==> config.mk <==
export PLATFORM = sky130hd
export DESIGN_NAME = ssd_scan_arbiter_flat
export DESIGN_NICKNAME = d
export VERILOG_FILES = /design/src/rtl/ssd_scan_arbiter_if.sv /design/src/rtl/ssd_scan_arbiter.sv /design/src/flat_wrapper.sv
export SDC_FILE = /design/constraint.sdc
export NUM_CORES = 1
export LEC_CHECK = 0
export ABC_AREA = 0
export BUFFER_PORTS_ARGS = -buffer_cell sky130_fd_sc_hd__clkbuf_2
export CAP_MARGIN = 20
export CORE_ASPECT_RATIO = 1.75
export CORE_UTILIZATION = 48
export CTS_CLUSTER_SIZE = 30
export DETAILED_ROUTE_END_ITERATION = 12
export PLACE_DENSITY = 0.84
export SYNTH_ARGS = -nofsm -noshare
export SYNTH_HDL_FRONTEND = slang
export SYNTH_SLANG_ARGS = --single-unit
export TNS_END_PERCENT = 50
==> constraint.sdc <==
create_clock -name clk -period 4.2 [get_ports clk]
set_input_delay 0.84 -clock clk [delete_from_list [all_inputs] [get_ports clk]]
set_output_delay 0.84 -clock clk [all_outputs]
set_load 0.05 [all_outputs]
==> src/rtl/ssd_scan_arbiter_if.sv <==
`default_nettype none
// ============================================================================
// Module      : ssd_scan_arbiter_if
// Description : Bundles the requester-side and pin-side signals of the
//               seven-segment display arbiter.
//               master : requesters / board side (drives requests, data,
//                        enables; observes grants, frame_done and pins)
//               slave  : the arbiter itself
//   game_req, game_data[31:0]  game requester level request and hex word
//   dbg_req,  dbg_data[31:0]   debug requester level request and hex word
//   digit_en[7:0], dp_mask[7:0] per-digit enable / decimal point
//   grant_game, grant_dbg      which requester owns the current frame
//   frame_done                 one-cycle pulse on the last frame cycle
//   an[7:0], seg[6:0], dp      active-low display pins
// Revision    : 1.0 - initial release
// ============================================================================
interface ssd_scan_arbiter_if;
  logic        game_req;
  logic [31:0] game_data;
  logic        dbg_req;
  logic [31:0] dbg_data;
  logic [7:0]  digit_en;
  logic [7:0]  dp_mask;
  logic        grant_game;
  logic        grant_dbg;
  logic        frame_done;
  logic [7:0]  an;
  logic [6:0]  seg;
  logic        dp;

  modport master (
    output game_req, game_data, dbg_req, dbg_data, digit_en, dp_mask,
    input  grant_game, grant_dbg, frame_done, an, seg, dp
  );

  modport slave (
    input  game_req, game_data, dbg_req, dbg_data, digit_en, dp_mask,
    output grant_game, grant_dbg, frame_done, an, seg, dp
  );
endinterface
`default_nettype wire

==> src/rtl/ssd_scan_arbiter.sv <==
`default_nettype none
// ============================================================================
// Module      : ssd_scan_arbiter
// Description : Owns the 8-digit seven-segment display. At each frame
//               boundary it picks debug over game, latches the winner's
//               32-bit hex word plus digit enables and decimal points into
//               shadow registers, then scans the digits with a fixed slot
//               length and a blanking interval at the start of each slot.
// Ports       : clk  - system clock
//               rst  - asynchronous, active-high reset
//               bus  - ssd_scan_arbiter_if.slave (requests, data, pins)
// Revision    : 1.0 - initial release
// ============================================================================
module ssd_scan_arbiter #(
  parameter int TICK_BITS    = 18,
  parameter int BLANK_CYCLES = 1024
) (
  input  wire                  clk,
  input  wire                  rst,
  ssd_scan_arbiter_if.slave    bus
);

  typedef enum logic [1:0] {
    ST_LOAD  = 2'd0,
    ST_BLANK = 2'd1,
    ST_DRIVE = 2'd2
  } state_t;

  // With no blanking, a slot starts directly in DRIVE.
  localparam state_t               c_slot_start = (BLANK_CYCLES == 0) ? ST_DRIVE : ST_BLANK;
  localparam logic [TICK_BITS-1:0] c_cnt_last   = '1;
  localparam logic [TICK_BITS-1:0] c_blank_last =
    TICK_BITS'((BLANK_CYCLES > 0) ? BLANK_CYCLES - 1 : 0);

  state_t               r_state;
  logic [2:0]           r_digit;
  logic [TICK_BITS-1:0] r_cnt;
  logic [31:0]          r_shadow_data;
  logic [7:0]           r_shadow_en;
  logic [7:0]           r_shadow_dp;
  logic                 r_grant_game;
  logic                 r_grant_dbg;
  logic                 r_frame_done;
  logic [7:0]           r_an;
  logic [6:0]           r_seg;
  logic                 r_dp;

  state_t               w_state_nxt;
  logic [2:0]           w_digit_nxt;
  logic [TICK_BITS-1:0] w_cnt_nxt;
  logic [7:0]           w_an_nxt;
  logic [6:0]           w_seg_nxt;
  logic                 w_dp_nxt;
  logic                 w_frame_done_nxt;
  logic [3:0]           w_nibble;
  logic [6:0]           w_seg_dec;

  // --------------------------------------------------------------------------
  // State register
  // --------------------------------------------------------------------------
  always_ff @(posedge clk or posedge rst) begin
    if (rst) begin
      r_state <= ST_LOAD;
      r_digit <= 3'd0;
      r_cnt   <= '0;
    end else begin
      r_state <= w_state_nxt;
      r_digit <= w_digit_nxt;
      r_cnt   <= w_cnt_nxt;
    end
  end

  // --------------------------------------------------------------------------
  // Hex decode of the current digit's shadow nibble (abcdefg, active low)
  // --------------------------------------------------------------------------
  assign w_nibble = r_shadow_data[{r_digit, 2'b00} +: 4];

  always_comb begin
    w_seg_dec = 7'h7F;
    case (w_nibble)
      4'h0: w_seg_dec = 7'b0000001;
      4'h1: w_seg_dec = 7'b1001111;
      4'h2: w_seg_dec = 7'b0010010;
      4'h3: w_seg_dec = 7'b0000110;
      4'h4: w_seg_dec = 7'b1001100;
      4'h5: w_seg_dec = 7'b0100100;
      4'h6: w_seg_dec = 7'b0100000;
      4'h7: w_seg_dec = 7'b0001111;
      4'h8: w_seg_dec = 7'b0000000;
      4'h9: w_seg_dec = 7'b0000100;
      4'hA: w_seg_dec = 7'b0001000;
      4'hB: w_seg_dec = 7'b1100000;
      4'hC: w_seg_dec = 7'b0110001;
      4'hD: w_seg_dec = 7'b1000010;
      4'hE: w_seg_dec = 7'b0110000;
      4'hF: w_seg_dec = 7'b0111000;
      default: w_seg_dec = 7'h7F;
    endcase
  end

  // --------------------------------------------------------------------------
  // Next state and next pin values. The slot counter runs straight through
  // BLANK and DRIVE so one slot is always 2^TICK_BITS cycles.
  // --------------------------------------------------------------------------
  always_comb begin
    w_state_nxt      = r_state;
    w_digit_nxt      = r_digit;
    w_cnt_nxt        = r_cnt + 1'b1;
    w_an_nxt         = 8'hFF;
    w_seg_nxt        = 7'h7F;
    w_dp_nxt         = 1'b1;
    w_frame_done_nxt = 1'b0;

    case (r_state)
      ST_LOAD: begin
        w_digit_nxt = 3'd0;
        w_cnt_nxt   = '0;
        w_state_nxt = c_slot_start;
      end

      ST_BLANK: begin
        if (r_cnt == c_blank_last) begin
          w_state_nxt = ST_DRIVE;
        end
      end

      ST_DRIVE: begin
        w_seg_nxt = w_seg_dec;
        if (r_shadow_en[r_digit]) begin
          w_an_nxt = ~(8'd1 << r_digit);
          w_dp_nxt = ~r_shadow_dp[r_digit];
        end
        if (r_cnt == c_cnt_last) begin
          if (r_digit == 3'd7) begin
            w_state_nxt      = ST_LOAD;
            w_frame_done_nxt = 1'b1;
          end else begin
            w_digit_nxt = r_digit + 1'b1;
            w_state_nxt = c_slot_start;
          end
        end
      end

      default: begin
        w_state_nxt = ST_LOAD;
        w_digit_nxt = 3'd0;
        w_cnt_nxt   = '0;
      end
    endcase
  end

  // --------------------------------------------------------------------------
  // Frame-boundary arbitration and shadow capture. With no requester the
  // previous image is kept, but enables and decimal points still refresh.
  // --------------------------------------------------------------------------
  always_ff @(posedge clk or posedge rst) begin
    if (rst) begin
      r_shadow_data <= 32'd0;
      r_shadow_en   <= 8'd0;
      r_shadow_dp   <= 8'd0;
      r_grant_game  <= 1'b0;
      r_grant_dbg   <= 1'b0;
    end else if (r_state == ST_LOAD) begin
      r_shadow_en <= bus.digit_en;
      r_shadow_dp <= bus.dp_mask;
      if (bus.dbg_req) begin
        r_shadow_data <= bus.dbg_data;
        r_grant_dbg   <= 1'b1;
        r_grant_game  <= 1'b0;
      end else if (bus.game_req) begin
        r_shadow_data <= bus.game_data;
        r_grant_dbg   <= 1'b0;
        r_grant_game  <= 1'b1;
      end else begin
        r_grant_dbg   <= 1'b0;
        r_grant_game  <= 1'b0;
      end
    end
  end

  // --------------------------------------------------------------------------
  // Registered pins
  // --------------------------------------------------------------------------
  always_ff @(posedge clk or posedge rst) begin
    if (rst) begin
      r_an         <= 8'hFF;
      r_seg        <= 7'h7F;
      r_dp         <= 1'b1;
      r_frame_done <= 1'b0;
    end else begin
      r_an         <= w_an_nxt;
      r_seg        <= w_seg_nxt;
      r_dp         <= w_dp_nxt;
      r_frame_done <= w_frame_done_nxt;
    end
  end

  assign bus.grant_game = r_grant_game;
  assign bus.grant_dbg  = r_grant_dbg;
  assign bus.frame_done = r_frame_done;
  assign bus.an         = r_an;
  assign bus.seg        = r_seg;
  assign bus.dp         = r_dp;

endmodule
`default_nettype wire

==> src/flat_wrapper.sv <==
// flat-port wrapper written by rule: the top's interface ports become plain ports
module ssd_scan_arbiter_flat 
#(
  parameter int TICK_BITS    = 18,
  parameter int BLANK_CYCLES = 1024
)
  (clk, rst, bus_game_req, bus_game_data, bus_dbg_req, bus_dbg_data, bus_digit_en, bus_dp_mask, bus_grant_game, bus_grant_dbg, bus_frame_done, bus_an, bus_seg, bus_dp);
  ssd_scan_arbiter_if bus_i ();
  input  wire clk;
  input  wire rst;
  input wire logic [$bits(bus_i.game_req)-1:0] bus_game_req;
  input wire logic [$bits(bus_i.game_data)-1:0] bus_game_data;
  input wire logic [$bits(bus_i.dbg_req)-1:0] bus_dbg_req;
  input wire logic [$bits(bus_i.dbg_data)-1:0] bus_dbg_data;
  input wire logic [$bits(bus_i.digit_en)-1:0] bus_digit_en;
  input wire logic [$bits(bus_i.dp_mask)-1:0] bus_dp_mask;
  output wire logic [$bits(bus_i.grant_game)-1:0] bus_grant_game;
  output wire logic [$bits(bus_i.grant_dbg)-1:0] bus_grant_dbg;
  output wire logic [$bits(bus_i.frame_done)-1:0] bus_frame_done;
  output wire logic [$bits(bus_i.an)-1:0] bus_an;
  output wire logic [$bits(bus_i.seg)-1:0] bus_seg;
  output wire logic [$bits(bus_i.dp)-1:0] bus_dp;
  assign bus_i.game_req = bus_game_req;
  assign bus_i.game_data = bus_game_data;
  assign bus_i.dbg_req = bus_dbg_req;
  assign bus_i.dbg_data = bus_dbg_data;
  assign bus_i.digit_en = bus_digit_en;
  assign bus_i.dp_mask = bus_dp_mask;
  assign bus_grant_game = bus_i.grant_game;
  assign bus_grant_dbg = bus_i.grant_dbg;
  assign bus_frame_done = bus_i.frame_done;
  assign bus_an = bus_i.an;
  assign bus_seg = bus_i.seg;
  assign bus_dp = bus_i.dp;
  ssd_scan_arbiter #(.TICK_BITS(TICK_BITS), .BLANK_CYCLES(BLANK_CYCLES)) u_core (.clk(clk), .rst(rst), .bus(bus_i));
endmodule
==> results.sh, run 1 <==
export IMPL_layout_core_utilization_pct=60.1
export IMPL_wl_per_cell_um=15.6
export IMPL_path_clk_slew_ns=0.06
export IMPL_worstPathRequired_ns=4.47
export IMPL_mostFrequentLayoutCell="sky130_fd_sc_hd__clkbuf_2"
export IMPL_hold_violations=0
export IMPL_post_route_cells_drive_above_1_share_pct=34.1
export IMPL_nNetsFinal=598
export IMPL_postSynth_asyncResetShare_pct=100
export IMPL_max_slew_margin_pct=38.7
export IMPL_tritoncts_num_sinks=90
export IMPL_cts_post_setup_buffers_inserted=0
export IMPL_synth_top_family_by_area="multiplexers"
export IMPL_syn_avg_cell_area_um2=11.3
export IMPL_die_footprint_um2=9820
export IMPL_timing_setup_tns_ns=0
export IMPL_cts_tree="done"
export IMPL_synthXorXnorAreaFrac_pct=2.71
export IMPL_detailedPlace_worstSlack_ns=1.55
export IMPL_crit_type="reg -> reg"
export IMPL_critical_path_endpoint_type="register"
export IMPL_fin_skew_ns=0.00663
export IMPL_setup_viol=0
export IMPL_synth_seq_cells=90
export IMPL_power_density_nw_per_um2=344
export IMPL_worst_setup_path_start_kind="register"
export IMPL_critical_path_arrival_ns=2.93
export IMPL_growth_of_design_area_from_synthesis_to_finish_pct=21.0
export IMPL_clkLatencyLatePin_ns=0.34
export IMPL_cap_viol_max_count=0
export IMPL_min_delay_path_class="in -> async"
export IMPL_vias_per_cell=5.33
export IMPL_drt_first_pass_iters=4
export IMPL_yosys_cell_types_count=45
export IMPL_number_of_global_route_vias_before_repair=3358
export IMPL_drtAntennaViolNets=0
export IMPL_final_hold_worst_slack_ns=0.378
export IMPL_final_setup_worst_slack_ns=1.54
export IMPL_report_final_slew_viol_count=0
export IMPL_synth_edff_count=0
export IMPL_postCtsResizedCells=0
export IMPL_start_util_pct=49.7
export IMPL_drt_initial_drc_count=188
export IMPL_clock_tree_htree_level_count=3
export IMPL_number_of_buffer_cells_added_on_primary_ports=102
export IMPL_max_clock_freq_mhz=376
export IMPL_adder_cell_area_share_of_the_yosys_netlist_pct=4.71
export IMPL_max_stage_delay_ns=0.71
export IMPL_synth_mux_area_share_pct=19.4
export IMPL_grt_antenna_before_repair=0
export IMPL_post_synthesis_net_count=500
export IMPL_cts_hold_fix_buffers=0
export IMPL_grt_setup_unrepaired="false"
export IMPL_stdcell_area_um2=5470
export IMPL_worst_ir_drop_vdd_mv=0.356
export IMPL_final_period_minus_worst_setup_slack_ns=2.66
export IMPL_clk_path_buf_depth=2
export IMPL_cpMaxStageDelayCell="sky130_fd_sc_hd__dfrtp_1"
export IMPL_die_height_um=130
export IMPL_maximum_number_of_pins_on_one_net_before_global_route_repair=64
export IMPL_row_count=46
export IMPL_netlist_instances=399
export IMPL_synth_sequential_area_ratio_pct=50.3
export IMPL_combined_area_of_all_synthesized_cells_um2=4520
export IMPL_core_area_um2=9090
export IMPL_final_period_utilization_pct=63.4
export IMPL_drt_drc_violations_left=0
export IMPL_largest_driver_fanout_on_the_critical_path=14
export IMPL_run_status="completed"
export IMPL_gp_congestion=0.819
export IMPL_estimated_wirelength_of_the_detail_placed_design_um=7280
export IMPL_dr_total_vias=3309
export IMPL_ys_flop_type="sky130_fd_sc_hd__dfrtp_1"
export IMPL_global_router_s_overall_resource_usage_pct=21.9
export IMPL_drt_total_wl_um=9720
export IMPL_num_fill_cells=759
export IMPL_clock_root_buffer="sky130_fd_sc_hd__clkbuf_16"
export IMPL_detailed_place_area_um2=5150
export IMPL_die_width_um=75.4
export IMPL_cell_by_cell_trace_of_the_critical_path="mux4_2 > mux2i_1 > inv_1 > ha_1 > mux2_2 > o22a_1"
export IMPL_num_io_pins=103
export IMPL_highest_count_cells_in_the_layout_ignoring_fill_and_taps="sky130_fd_sc_hd__clkbuf_2 (102), sky130_fd_sc_hd__dfrtp_1 (74), sky130_fd_sc_hd__nand2_1 (48)"
export IMPL_globalRoute_totalOverflow=0
export IMPL_worst_pin_slew_ns=0.920
export IMPL_synth_warning_count=0
export IMPL_first_pass_grt_wire_length_um=15900
export IMPL_cts_buffers=9
export IMPL_post_synthesis_share_of_cell_area_spent_on_and_or_nand_and_nor_gates_pct=11.9
export IMPL_diodes=0
export IMPL_power_leakage_nw=2.63
export IMPL_compound_gate_portion_of_the_synthesized_area_pct=7.72
critical path: cells and delay by family (launching register included):
family	cells	cell delay, ns
buffers and inverters	1	0.18
adder cells (fa/ha/maj)	1	0.26
flip-flops	1	0.71
multiplexers	3	1.28
AO/OA/AOI/OAI	1	0.16
flip-flops by register name, indices dropped and copies added, names as in the netlist:
signal,cells
u_core.bus.an,8
u_core.bus.dp,1
u_core.bus.frame_done,1
u_core.bus.grant_dbg,1
u_core.bus.grant_game,1
u_core.bus.seg,7
u_core.r_cnt,18
u_core.r_digit,3
u_core.r_shadow_data,32
u_core.r_shadow_dp,8
u_core.r_shadow_en,8
u_core.r_state,2
final timing paths:
kind                                                 startpoint                                   end  slack (ns)  cells past startpoint
min                                                         rst            u_core.r_cnt[11]$_DFF_PP0_        0.38                      2
min reg2reg                u_core.r_shadow_data[21]$_DFFE_PP0P_  u_core.r_shadow_data[21]$_DFFE_PP0P_        0.48                      2
max in group asynchronous                                   rst           u_core.bus.seg[1]$_DFF_PP1_        2.85                      4
max reg2reg                       u_core.r_digit[1]$_DFFE_PP0P_           u_core.bus.seg[3]$_DFF_PP1_        1.54                      6
max                               u_core.r_digit[1]$_DFFE_PP0P_           u_core.bus.seg[3]$_DFF_PP1_        1.54                      6
min in group clk           u_core.r_shadow_data[21]$_DFFE_PP0P_  u_core.r_shadow_data[21]$_DFFE_PP0P_        0.48                      2
metrics by stage:
stage | std cells | total power, mW
2_1_floorplan | 399 | 1.03
3_3_place_gp | 604 | 1.10
3_5_place_dp | 605 | 1.11
4_1_cts | 620 | 1.90
5_1_grt | 621 | 1.95
6_report | 621 | 1.88
Yosys cell counts, drive strengths merged (2+ instances only):
| master | n | area share [%] |
|---|---|---|
| a21boi | 3 | 0.50 |
| inv | 18 | 1.5 |
| buf | 6 | 0.66 |
| ha | 17 | 4.7 |
| xnor2 | 9 | 1.7 |
| nor3 | 2 | 0.22 |
| nand4 | 6 | 0.83 |
| nand2b | 2 | 0.28 |
| nand2 | 48 | 4.0 |
| nand3 | 18 | 2.0 |
| and3 | 2 | 0.28 |
| nor2 | 4 | 0.33 |
| dfstp | 16 | 9.3 |
| nor2b | 3 | 0.42 |
| clkbuf | 13 | 1.1 |
| and2 | 14 | 1.9 |
| mux2 | 22 | 5.6 |
| mux4 | 10 | 5.0 |
| dfrtp | 74 | 41 |
| mux2i | 40 | 8.9 |
| o21ai | 38 | 4.2 |
| xor2 | 5 | 0.97 |
| a21oi | 4 | 0.44 |
| o221ai | 4 | 0.78 |
| nor4 | 4 | 0.55 |
| o2bb2ai | 2 | 0.39 |
| or3 | 3 | 0.42 |
per-layer routing:
| layer | vias to the layer above | wire length (um) | GRT usage [%] |
|---|---|---|---|
| met5 | - | 0 | 0 |
| li1 | 1598 | - | - |
| met1 | 1588 | 3530 | 23.5 |
| met3 | 19 | 389 | 4.94 |
| met4 | 0 | 283 | 11.3 |
| met2 | 104 | 5510 | 39.0 |
final cells by class:
type / instances / area (um2) / area share (%)
sequential: 90 / 2270 / 41.6
multi-input combinational: 272 / 2110 / 38.6
timing repair buffer: 106 / 573 / 10.5
clock buffer: 9 / 225 / 4.12
tap: 120 / 150 / 2.75
inverter: 18 / 68.8 / 1.26
clock inverter: 6 / 65.1 / 1.19
cell families (layout without fill, tap and decap cells):
logic type,Yosys count,in the layout
xor gates and xnor gates,14,14
buffers and inverters,37,139
adders and majority gates,17,17
AOI/OAI and AO/OA,59,59
and+or+nand+nor,110,110
DFF,90,90
muxes,72,72
power breakdown:
group | internal, mW | switching [mW]
logic | 0.0837 | 0.0862
registers | 0.902 | 0.0203
clock network | 0.459 | 0.331
total | 1.45 | 0.438
(Power assumes the default switching activity.)
==> run 2, diff against run 1 <==
Settings changed: ABC_AREA 0 to 1, PLACE_DENSITY 0.84 to 0.86.
Clock period 4.2 ns to 2.2 ns, I/O delays scaled along.
==> run 2 against run 1 <==
Combinational power up 140%. Clock power up 96%. Synthesized cell count increased by 59%. Synthesized area increased by 7.4%. Register-to-register slack got worse by 1.3 ns.
==> results.sh, run 2 <==
export IMPL_run_status="completed"
export IMPL_final_hold_worst_slack_ns=0.145
export IMPL_mostFrequentLayoutCell="sky130_fd_sc_hd__nand2_1"
export IMPL_max_clock_freq_mhz=519
export IMPL_clkLatencyLatePin_ns=0.34
export IMPL_hold_violations=0
export IMPL_path_clk_slew_ns=0.07
export IMPL_post_synthesis_net_count=735
export IMPL_number_of_buffer_cells_added_on_primary_ports=102
export IMPL_power_density_nw_per_um2=640
export IMPL_clock_tree_htree_level_count=3
export IMPL_estimated_wirelength_of_the_detail_placed_design_um=8430
export IMPL_syn_avg_cell_area_um2=7.66
export IMPL_start_util_pct=49.3
export IMPL_cts_tree="done"
export IMPL_fin_skew_ns=0.00770
export IMPL_grt_setup_unrepaired="false"
export IMPL_nNetsFinal=836
export IMPL_compound_gate_portion_of_the_synthesized_area_pct=9.71
export IMPL_largest_register="u_core.r_shadow_data"
export IMPL_synth_commonest_cells="sky130_fd_sc_hd__nand2_1 (207), sky130_fd_sc_hd__dfrtp_1 (74), sky130_fd_sc_hd__inv_1 (64), sky130_fd_sc_hd__nor2_1 (64), sky130_fd_sc_hd__nand3_1 (46)"
export IMPL_synth_mux_area_share_pct=0
export IMPL_yosys_cell_types_count=32
export IMPL_report_final_slew_viol_count=0
export IMPL_gp_congestion=0.907
export IMPL_drtAntennaViolNets=0
export IMPL_highest_count_cells_in_the_layout_ignoring_fill_and_taps="sky130_fd_sc_hd__nand2_1 (207), sky130_fd_sc_hd__clkbuf_2 (102), sky130_fd_sc_hd__dfrtp_1 (74)"
export IMPL_drt_first_pass_iters=4
export IMPL_post_synthesis_share_of_cell_area_spent_on_and_or_nand_and_nor_gates_pct=30.4
export IMPL_worstPathRequired_ns=2.47
export IMPL_first_pass_grt_wire_length_um=18500
export IMPL_combined_area_of_all_synthesized_cells_um2=4860
export IMPL_cts_post_setup_buffers_inserted=0
export IMPL_dr_total_vias=4380
export IMPL_p_seq_share_pct=47.6
export IMPL_grt_antenna_before_repair=0
export IMPL_crit_type="reg -> reg"
export IMPL_final_period_utilization_pct=87.6
export IMPL_largest_registers="u_core.r_shadow_data (32), u_core.r_cnt (18)"
export IMPL_grt_met3_usage_pct=3.58
export IMPL_yosys_area_top_type="sky130_fd_sc_hd__dfrtp_1"
export IMPL_groute_layer_met1_usage_pct=24.9
export IMPL_worst_ir_drop_vdd_mv=0.466
export IMPL_final_setup_worst_slack_ns=0.273
export IMPL_synth_sequential_area_ratio_pct=46.8
export IMPL_netlist_instances=634
export IMPL_postSynth_asyncResetShare_pct=100
export IMPL_reg2reg_setup_slack_ns=0.27
export IMPL_pwr_share_comb_pct=10.9
export IMPL_critical_path_arrival_ns=2.19
export IMPL_cts_hold_fix_buffers=0
export IMPL_adder_cell_area_share_of_the_yosys_netlist_pct=4.38
export IMPL_worst_setup_path_start_kind="register"
export IMPL_synth_edff_count=0
export IMPL_drt_drc_violations_left=0
export IMPL_detailedPlace_worstSlack_ns=0.307
export IMPL_core_area_um2=9850
export IMPL_globalRoute_totalOverflow=0
export IMPL_synth_top_area_share_pct=38.1
export IMPL_tritoncts_num_sinks=90
export IMPL_synth_top_family_by_area="simple AND/OR/NAND/NOR gates"
export IMPL_row_count=48
export IMPL_die_footprint_um2=10500
export IMPL_largest_driver_fanout_on_the_critical_path=27
export IMPL_wl_per_cell_um=12.5
export IMPL_synthXorXnorAreaFrac_pct=0.361
export IMPL_diodes=0
export IMPL_timing_rr_start="u_core.r_digit[0]$_DFFE_PP0P_"
export IMPL_ys_flop_type="sky130_fd_sc_hd__dfrtp_1"
export IMPL_cpMaxStageDelayCell="sky130_fd_sc_hd__dfrtp_1"
export IMPL_min_delay_path_class="in -> async"
export IMPL_clock_root_buffer="sky130_fd_sc_hd__clkbuf_16"
export IMPL_grt_util_met2_pct=40.9
export IMPL_cap_viol_max_count=0
export IMPL_post_route_cells_drive_above_1_share_pct=23.8
export IMPL_synthMostInstantiatedCell="sky130_fd_sc_hd__nand2_1"
export IMPL_max_stage_delay_ns=0.40
export IMPL_reg2regPathDepth=12
export IMPL_worst_r2r_endpoint="u_core.bus.seg[6]$_DFF_PP1_"
export IMPL_power_leakage_nw=2.98
export IMPL_timing_setup_tns_ns=0
export IMPL_growth_of_design_area_from_synthesis_to_finish_pct=20.0
export IMPL_num_io_pins=103
export IMPL_worst_pin_slew_ns=0.592
export IMPL_yosys_top_cells_area="sky130_fd_sc_hd__dfrtp_1 (38%), sky130_fd_sc_hd__nand2_1 (16%), sky130_fd_sc_hd__dfstp_2 (8.7%)"
export IMPL_drt_total_wl_um=10800
export IMPL_setup_viol=0
export IMPL_final_period_minus_worst_setup_slack_ns=1.93
export IMPL_cts_buffers=9
export IMPL_synth_seq_cells=90
export IMPL_vias_per_cell=5.06
export IMPL_number_of_flip_flops_in_the_largest_register=32
export IMPL_critical_path_endpoint_type="register"
export IMPL_maximum_number_of_pins_on_one_net_before_global_route_repair=51
export IMPL_die_width_um=78.0
export IMPL_swShare_pct=25.2
export IMPL_clk_path_buf_depth=2
export IMPL_postCtsResizedCells=0
export IMPL_synth_warning_count=0
export IMPL_number_of_global_route_vias_before_repair=4282
export IMPL_global_router_s_overall_resource_usage_pct=22.5
export IMPL_most_common_cell_type_on_the_critical_path="sky130_fd_sc_hd__nand3_1"
export IMPL_clock_power_share_pct=41.5
export IMPL_cell_by_cell_trace_of_the_critical_path="buf_4 > nor2_1 > nor2_1 > nand2_1 > nand3_1 > nand2_1 > inv_1 > ha_1 > inv_1 > nand3_1 > nand3_1 > nand3_1"
export IMPL_die_height_um=135
export IMPL_p_switching_uw=939
export IMPL_drt_initial_drc_count=275
export IMPL_grt_most_used_layer="met2"
export IMPL_cellInternalPower_mw=2.79
export IMPL_max_slew_margin_pct=60.4
==> run 2: cell types whose count changed in the layout (fill, tap and decap cells not counted), moves of 11 or more <==
cell | previous run | this run
sky130_fd_sc_hd__a31oi_1 | 0 | 33
sky130_fd_sc_hd__and2_1 | 14 | 0
sky130_fd_sc_hd__buf_4 | 2 | 13
sky130_fd_sc_hd__inv_1 | 16 | 63
sky130_fd_sc_hd__mux2_2 | 20 | 0
sky130_fd_sc_hd__mux2i_1 | 40 | 0
sky130_fd_sc_hd__nand2_1 | 48 | 207
sky130_fd_sc_hd__nand3_1 | 18 | 46
sky130_fd_sc_hd__nor2_1 | 4 | 64
sky130_fd_sc_hd__o21ai_0 | 37 | 23
==> run 2: how the worst max path moves through the flow <==
stage	start	endpoint	slack, ns
2_1_floorplan	u_core.r_digit[0]$_DFFE_PP0P_	u_core.bus.seg[6]$_DFF_PP1_	0.48
3_3_place_gp	u_core.r_digit[0]$_DFFE_PP0P_	u_core.bus.seg[6]$_DFF_PP1_	0.39
3_5_place_dp	u_core.r_digit[0]$_DFFE_PP0P_	u_core.bus.seg[6]$_DFF_PP1_	0.31
4_1_cts	u_core.r_digit[0]$_DFFE_PP0P_	u_core.bus.seg[6]$_DFF_PP1_	0.28
5_1_grt	u_core.r_digit[0]$_DFFE_PP0P_	u_core.bus.seg[6]$_DFF_PP1_	0.05
6_report	u_core.r_digit[0]$_DFFE_PP0P_	u_core.bus.seg[6]$_DFF_PP1_	0.27
==> run 2: kinds of logic (layout without fill, tap and decap cells) <==
family                   count (synthesis)  in the layout
AND/OR/NAND/NOR                        348            348
AO/OA/AOI/OAI                           79             79
adder cells (fa/ha/maj)                 17             17
XOR/XNOR                                 2              2
buffers and inverters                   98            204
flip-flops                              90             90
==> run 2: per-layer routing <==
layer	wire (um)	share of wire [%]
met5	0	0
met4	409	3.8
met3	375	3.5
met2	5750	53
met1	4290	40
==> run 2: area by class of cell <==
class	instances	area (um2)
well taps	125	156
clock inverters	7	76.3
repair buffers	117	648
inverters	71	270
fillers	918	4020
multi-input cells	446	2180
clock buffers	9	225
flip-flops and latches	90	2270
==> run 2: power by group through the flow <==
stage          Sequential [mW]  Clock [mW]  Combinational (mW)
2_1_floorplan             1.80           0               0.254
3_3_place_gp              1.80           0               0.399
3_5_place_dp              1.81           0               0.407
4_1_cts                   1.78        1.58               0.410
5_1_grt                   1.79        1.63               0.468
6_report                  1.78        1.55               0.406
==> run 2: through the flow <==
stage	instance area (um2)	util [%]	instances	power, mW
floorplan	4860	-	634	2.05
global placement	5530	56.1	849	2.20
detailed placement	5530	56.1	849	2.21
CTS	5830	59.2	865	3.76
global route	5830	59.2	865	3.89
finish	5830	59.2	865	3.73
==> run 2: worst max-delay path, delay by kind of cell (launching register included) <==
family        cells  cell delay (ns)
buf+inv           3             0.44
flops             1             0.40
fa+ha+maj         1             0.25
simple gates      8             0.76
